File: config.mk
export PLATFORM = sky130hd
export DESIGN_NAME = uart_echo_buffer_flat
export DESIGN_NICKNAME = d
export VERILOG_FILES = /design/src/rtl/uart_echo_buffer_if.sv /design/src/rtl/uart_echo_buffer.sv /design/src/flat_wrapper.sv
export SDC_FILE = /design/constraint.sdc
export NUM_CORES = 1
export LEC_CHECK = 0
export BUFFER_PORTS_ARGS = -buffer_cell sky130_fd_sc_hd__buf_2
export CAP_MARGIN = 20
export CORE_MARGIN = 1
export CORE_UTILIZATION = 63
export CTS_BUF_LIST = sky130_fd_sc_hd__clkbuf_8
export DETAILED_ROUTE_END_ITERATION = 7
export GPL_TIMING_DRIVEN = 0
export PLACE_DENSITY = 0.82
export SLEW_MARGIN = 20
export SYNTH_ARGS = -nofsm -noshare
export SYNTH_HDL_FRONTEND = slang
export SYNTH_SLANG_ARGS = --single-unit
File: constraint.sdc
create_clock -name clk -period 5 [get_ports clk]
set_clock_uncertainty 0.15 [all_clocks]
set_input_delay 0.5 -clock clk [delete_from_list [all_inputs] [get_ports clk]]
set_output_delay 0.5 -clock clk [all_outputs]
set_load 0.05 [all_outputs]
File: src/rtl/uart_echo_buffer_if.sv
// Byte-level handshake between the echo buffer and the uart core.
// The echo buffer uses the master view; the uart core (or its model) uses the slave view.
interface uart_echo_buffer_if;
    logic       received;
    logic [7:0] rx_byte;
    logic       recv_error;
    logic       is_transmitting;
    logic       transmit;
    logic [7:0] tx_byte;

    modport master (
        input  received,
        input  rx_byte,
        input  recv_error,
        input  is_transmitting,
        output transmit,
        output tx_byte
    );

    modport slave (
        output received,
        output rx_byte,
        output recv_error,
        output is_transmitting,
        input  transmit,
        input  tx_byte
    );
endinterface

File: src/rtl/uart_echo_buffer.sv
// Buffered echo engine: received bytes pass through a FIFO, optional upper-casing and
// line-mode hold (release on CR, append LF), then drain through a transmit handshake FSM.
module uart_echo_buffer #(
    parameter int         FIFO_AW = 4,
    parameter int         CNT_W   = 8,
    parameter logic [7:0] LF_CHAR = 8'h0A,
    parameter logic [7:0] CR_CHAR = 8'h0D
) (
    input  logic               clk,
    input  logic               rst_n,
    input  logic [1:0]         mode,
    uart_echo_buffer_if.master uart,
    output logic [FIFO_AW:0]   fifo_count,
    output logic [CNT_W-1:0]   err_count,
    output logic [CNT_W-1:0]   ovf_count,
    output logic               busy
);

    localparam int               DEPTH      = 2 ** FIFO_AW;
    localparam logic [FIFO_AW:0] FULL_COUNT = (FIFO_AW + 1)'(DEPTH);
    localparam logic [FIFO_AW:0] PTR_ONE    = (FIFO_AW + 1)'(1);
    localparam logic [CNT_W-1:0] CNT_ONE    = CNT_W'(1);
    localparam logic [CNT_W-1:0] CNT_MAX    = '1;

    typedef enum logic [2:0] {
        IDLE,
        LOAD,
        REQ,
        WAIT_BUSY,
        WAIT_DONE,
        SEND_LF
    } tx_state_t;

    tx_state_t        state;
    logic [7:0]       mem [DEPTH];
    logic [FIFO_AW:0] wr_ptr;
    logic [FIFO_AW:0] rd_ptr;
    logic [FIFO_AW:0] cm_ptr;
    logic [FIFO_AW:0] readable;
    logic [FIFO_AW:0] wr_ptr_next;
    logic [1:0]       active_mode;
    logic             cr_pending;
    logic             full;
    logic             push;
    logic [7:0]       wr_data;

    assign fifo_count  = wr_ptr - rd_ptr;
    assign readable    = cm_ptr - rd_ptr;
    assign full        = (fifo_count == FULL_COUNT);
    assign push        = uart.received && !full;
    assign wr_ptr_next = push ? (wr_ptr + PTR_ONE) : wr_ptr;
    assign busy        = (fifo_count != '0) || (state != IDLE);

    always_comb begin
        wr_data = uart.rx_byte;
        if (active_mode[0] && (uart.rx_byte >= 8'h61) && (uart.rx_byte <= 8'h7A)) begin
            wr_data = uart.rx_byte - 8'h20;
        end
    end

    always_ff @(posedge clk) begin
        if (push) begin
            mem[wr_ptr[FIFO_AW-1:0]] <= wr_data;
        end
    end

    // Write side: pointers, line-mode commit and the saturating error counters.
    always_ff @(posedge clk or negedge rst_n) begin
        if (!rst_n) begin
            wr_ptr      <= '0;
            cm_ptr      <= '0;
            cr_pending  <= 1'b0;
            active_mode <= '0;
            err_count   <= '0;
            ovf_count   <= '0;
        end else begin
            if (!busy) begin
                active_mode <= mode;
            end
            wr_ptr     <= wr_ptr_next;
            cr_pending <= push && (wr_data == CR_CHAR);
            if (!active_mode[1]) begin
                cm_ptr <= wr_ptr_next;
            end else if (cr_pending || full) begin
                cm_ptr <= wr_ptr;
            end
            if (uart.recv_error && (err_count != CNT_MAX)) begin
                err_count <= err_count + CNT_ONE;
            end
            if (uart.received && full && (ovf_count != CNT_MAX)) begin
                ovf_count <= ovf_count + CNT_ONE;
            end
        end
    end

    // Transmit side: tx_byte is held from the request until the core drops is_transmitting.
    always_ff @(posedge clk or negedge rst_n) begin
        if (!rst_n) begin
            state         <= IDLE;
            rd_ptr        <= '0;
            uart.tx_byte  <= '0;
            uart.transmit <= 1'b0;
        end else begin
            uart.transmit <= 1'b0;
            case (state)
                IDLE: begin
                    if (readable != '0) begin
                        state <= LOAD;
                    end
                end
                LOAD: begin
                    uart.tx_byte  <= mem[rd_ptr[FIFO_AW-1:0]];
                    rd_ptr        <= rd_ptr + PTR_ONE;
                    uart.transmit <= 1'b1;
                    state         <= REQ;
                end
                REQ: begin
                    state <= WAIT_BUSY;
                end
                WAIT_BUSY: begin
                    if (uart.is_transmitting) begin
                        state <= WAIT_DONE;
                    end
                end
                WAIT_DONE: begin
                    if (!uart.is_transmitting) begin
                        if (active_mode[1] && (uart.tx_byte == CR_CHAR)) begin
                            state <= SEND_LF;
                        end else begin
                            state <= IDLE;
                        end
                    end
                end
                SEND_LF: begin
                    uart.tx_byte  <= LF_CHAR;
                    uart.transmit <= 1'b1;
                    state         <= REQ;
                end
                default: begin
                    state <= IDLE;
                end
            endcase
        end
    end

endmodule

File: src/flat_wrapper.sv
// flat-port wrapper written by rule: the top's interface ports become plain ports
module uart_echo_buffer_flat 
#(
    parameter int         FIFO_AW = 4,
    parameter int         CNT_W   = 8,
    parameter logic [7:0] LF_CHAR = 8'h0A,
    parameter logic [7:0] CR_CHAR = 8'h0D
)
  (clk, rst_n, mode, fifo_count, err_count, ovf_count, busy, uart_received, uart_rx_byte, uart_recv_error, uart_is_transmitting, uart_transmit, uart_tx_byte);
  uart_echo_buffer_if uart_i ();
  input  logic clk;
  input  logic rst_n;
  input  logic [1:0] mode;
  output logic [FIFO_AW:0] fifo_count;
  output logic [CNT_W-1:0] err_count;
  output logic [CNT_W-1:0] ovf_count;
  output logic busy;
  input wire logic [$bits(uart_i.received)-1:0] uart_received;
  input wire logic [$bits(uart_i.rx_byte)-1:0] uart_rx_byte;
  input wire logic [$bits(uart_i.recv_error)-1:0] uart_recv_error;
  input wire logic [$bits(uart_i.is_transmitting)-1:0] uart_is_transmitting;
  output wire logic [$bits(uart_i.transmit)-1:0] uart_transmit;
  output wire logic [$bits(uart_i.tx_byte)-1:0] uart_tx_byte;
  assign uart_i.received = uart_received;
  assign uart_i.rx_byte = uart_rx_byte;
  assign uart_i.recv_error = uart_recv_error;
  assign uart_i.is_transmitting = uart_is_transmitting;
  assign uart_transmit = uart_i.transmit;
  assign uart_tx_byte = uart_i.tx_byte;
  uart_echo_buffer #(.FIFO_AW(FIFO_AW), .CNT_W(CNT_W), .LF_CHAR(LF_CHAR), .CR_CHAR(CR_CHAR)) u_core (.clk(clk), .rst_n(rst_n), .mode(mode), .uart(uart_i), .fifo_count(fifo_count), .err_count(err_count), .ovf_count(ovf_count), .busy(busy));
endmodule
==> flow_metrics.env <==
export IMPL_slew_headroom_pct=30.1
export IMPL_p_per_area_nw_per_um2=640
export IMPL_crit_path_frequent_cell="clkbuf_1"
export IMPL_fmax_ghz=0.214
export IMPL_grt_max_degree=47
export IMPL_outcome="finished with violations"
export IMPL_ys_warn_count=0
export IMPL_holdPathStages=2
export IMPL_path_clk_slew_ns=0.08
export IMPL_drtPass1Iterations=7
export IMPL_synth_seq_cells=174
export IMPL_comb_power_share_pct=42.5
export IMPL_dieArea_um2=12300
export IMPL_yosysUniqueCellTypes=55
export IMPL_drc_errors=10
export IMPL_violations="DRC"
export IMPL_initial_utilization_pct=65.0
export IMPL_max_stage_delay_ns=0.75
export IMPL_synth_sequential_area_ratio_pct=66.8
export IMPL_nNetsFinal=548
export IMPL_p_leak_nw=3.11
export IMPL_p_switching_mw=2.09
export IMPL_root_buffer="clkbuf_8"
export IMPL_grt_pass1_wl_mm=23.2
export IMPL_syn_inst=450
export IMPL_cts_setup_buffers=0
export IMPL_wl_met1_mm=6.02
export IMPL_switching_share_pct=39.0
export IMPL_grt_pass1_vias=4300
export IMPL_top_layer="met4"
export IMPL_overflow=0
export IMPL_cts_buffer_depth=2
export IMPL_synthFlopType="edfxtp_1"
export IMPL_die_width_um=111
export IMPL_clock_sinks=174
export IMPL_crit_slowest_cell="nor2_1"
export IMPL_ant_nets=0
export IMPL_h_tree_depth=4
export IMPL_grt_usage_pct=25.8
export IMPL_hpwl_mm=10.1
export IMPL_core_um2=11500
export IMPL_via_per_inst=6.25
export IMPL_gp_congestion=0.869
export IMPL_intPower_mw=3.27
export IMPL_cp_max_fo=10
export IMPL_maxCapViolations=0
export IMPL_layout_drive_gt1_share_pct=25.9
export IMPL_cts_tree="done"
export IMPL_rsz0062_at_grt="no"
export IMPL_utilization_pct=72.8
export IMPL_async_flop_share_pct=26.4
export IMPL_drt_iter0_markers=369
export IMPL_worstMarginPinSlew_ns=1.05
export IMPL_min_period_ns=4.66
export IMPL_dr_wl_met3_um=906
export IMPL_drv_slew=0
export IMPL_reg2reg_depth=10
export IMPL_wl_met2_mm=7.25
export IMPL_dpl_worst_slack_ns=0.303
export IMPL_hold_viol=0
export IMPL_power_frac_seq_pct=37.4
export IMPL_whs_ns=0.128
export IMPL_fillers=706
export IMPL_placed_cells=639
export IMPL_timing_setup_tns_ns=0
export IMPL_portBuffers=45
export IMPL_setup_ws_ns=0.337
export IMPL_startpoint_type="register"
export IMPL_syn_area_per_cell_um2=16.6
export IMPL_clkPwrFrac_pct=20.1
export IMPL_end_kind="register"
export IMPL_antenna_found_initial=0
export IMPL_worstPathRequired_ns=4.93
export IMPL_synthesis_nets=482
export IMPL_synth_area_um2=7480
export IMPL_hold_class="input port to register"
export IMPL_synth_edff_count=128
export IMPL_ioPinCount=46
export IMPL_areaGrowthSynthToFinish_pct=12.1
export IMPL_num_antenna_cells=0
export IMPL_worstPathCellList="clkbuf_1 -> clkbuf_1 -> inv_1 -> fa_1 -> xor2_1 -> and4b_1 -> o211ai_2 -> buf_6 -> nand3_1 -> nor2_1"
export IMPL_clock_latency_ns=0.45
export IMPL_num_vias=4201
export IMPL_crit_arrival_ns=4.59
export IMPL_die_y_um=111
export IMPL_numCtsBuffers=17
export IMPL_irDropWorstVdd_mv=0.422
export IMPL_setup_worst_path_class="register to register"
export IMPL_wl_per_cell_um=21.4
export IMPL_rows=39
export IMPL_fin_cells=672
export IMPL_wl_mm=14.4
export IMPL_finalSetupViolations=0
export IMPL_period_share_pct=93.3
## layout by cell type (no fill, tap or decap), drive strengths merged, types with 2 or more instances in the layout
cell type  count
edfxtp       128
nand4          4
clkinvlp       3
dfrtp         46
nand2         20
a21oi          4
a22o           6
inv           18
mux2           5
and2           2
nor2b          2
nand3b         3
or3            3
clkbuf        28
nor3          13
o31ai          2
mux4          40
buf           52
clkinv         6
xnor2         12
nor4b          2
nand3         14
nand2b         5
xor2          15
o21ai         13
nor4           5
nor3b          3
o22a           2
nor2          23
bufinv         5
ha            16
o211ai         4
a2bb2oi        5
a21o           3
## power by group through the flow
stage / sequential [mW] / combinational [mW] / clock, mW
after floorplan: 2.22 / 1.52 / 0
after global routing: 2.04 / 2.45 / 1.15
after global placement: 2.02 / 2.19 / 0
final: 2.01 / 2.28 / 1.08
after detailed placement: 2.04 / 2.27 / 0
after CTS: 2.01 / 2.29 / 1.09
## synth_stat cells, types with 2 or more instances
| master | count | area share (%) |
|---|---|---|
| edfxtp_1 | 128 | 51 |
| dfrtp_1 | 46 | 15 |
| mux4_2 | 40 | 12 |
| nor2_1 | 23 | 1.2 |
| nand2_1 | 20 | 1.0 |
| ha_1 | 16 | 2.7 |
| inv_1 | 16 | 0.80 |
| xor2_1 | 15 | 1.8 |
| nand3_1 | 14 | 0.94 |
| nor3_1 | 13 | 0.87 |
| xnor2_1 | 12 | 1.4 |
| clkbuf_1 | 11 | 0.55 |
| o21ai_0 | 11 | 0.74 |
| a22o_1 | 6 | 0.70 |
| a2bb2oi_1 | 5 | 0.59 |
| mux2_2 | 5 | 0.75 |
| nand2b_1 | 5 | 0.42 |
| nor4_1 | 5 | 0.42 |
| a21oi_1 | 4 | 0.27 |
| nand4_1 | 4 | 0.33 |
| a21o_1 | 3 | 0.30 |
| buf_6 | 3 | 0.45 |
| nand3b_1 | 3 | 0.30 |
| nor3b_1 | 3 | 0.30 |
| o211ai_1 | 3 | 0.30 |
| buf_4 | 2 | 0.20 |
| nor2b_1 | 2 | 0.17 |
| o21ai_1 | 2 | 0.13 |
| o22a_1 | 2 | 0.23 |
| o31ai_1 | 2 | 0.20 |
| or3_1 | 2 | 0.17 |
## through the flow
step	cell area (um2)	power (mW)
5_1_grt	8380	5.64
2_1_floorplan	7480	3.74
3_5_place_dp	7910	4.31
4_1_cts	8370	5.38
6_report	8380	5.36
3_3_place_gp	7880	4.20
## repair_timing
item,CTS,global route
gates resized for setup,0,0
hold endpoints to repair,0,46
hold buffers,0,1
endpoints found under the setup margin,0,0
## final cells by class
type / count / area, um2 / area share (%)
flip-flops and latches: 174 / 4990 / 59.6
well taps: 143 / 179 / 2.13
clock buffers: 17 / 234 / 2.79
clock inverters: 15 / 221 / 2.64
repair buffers: 47 / 245 / 2.93
inverters: 17 / 63.8 / 0.761
plain buffers: 17 / 93.8 / 1.12
multi-input cells: 242 / 2350 / 28.0
## path summary, 6_finish.rpt
path	startpoint	to	slack, ns
min in group asynchronous	rst_n	u_core.state[2]	0.43
setup / recovery	u_core.rd_ptr[1]	u_core.mem[8][1]	0.34
hold reg to reg	u_core.err_count[7]	u_core.err_count[7]	0.34
setup reg to reg	u_core.rd_ptr[1]	u_core.mem[8][1]	0.34
max in group asynchronous	rst_n	u_core.active_mode[1]	3.87
hold / removal	mode[1]	u_core.active_mode[1]	0.13
## critical path, delay by kind of cell, from the launching register on
kind,cells,cell delay [ns]
xor+xnor,1,0.27
compound gates,1,0.45
fa+ha+maj,1,0.49
flops,1,0.36
simple gates,3,1.22
buf+inv,4,1.35
## state kept, by name (all words and copies together), names as in the netlist
signal,flops
u_core.active_mode,2
u_core.cm_ptr,5
u_core.cr_pending,1
u_core.err_count,8
u_core.mem,128
u_core.ovf_count,8
u_core.rd_ptr,5
u_core.state,3
u_core.uart.transmit,1
u_core.uart.tx_byte,8
u_core.wr_ptr,5
## logic make-up after synthesis
kind of cell / after synthesis / synth area share [%]
DFF: 174 / 66.8
and+or+nand+nor: 108 / 7.88
AOI/OAI and AO/OA: 45 / 4.33
muxes: 45 / 12.8
buffers and inverters: 34 / 2.11
xor gates and xnor gates: 27 / 3.16
adders and majority gates: 17 / 2.94
## routing by layer
layer / vias up / track usage (%)
li1: 1889 / -
met1: 2113 / 35.2
met2: 178 / 41.8
met3: 21 / 4.76
met4: 0 / 9.95
met5: - / 0
No activity file was read; power rests on OpenSTA's default activity.
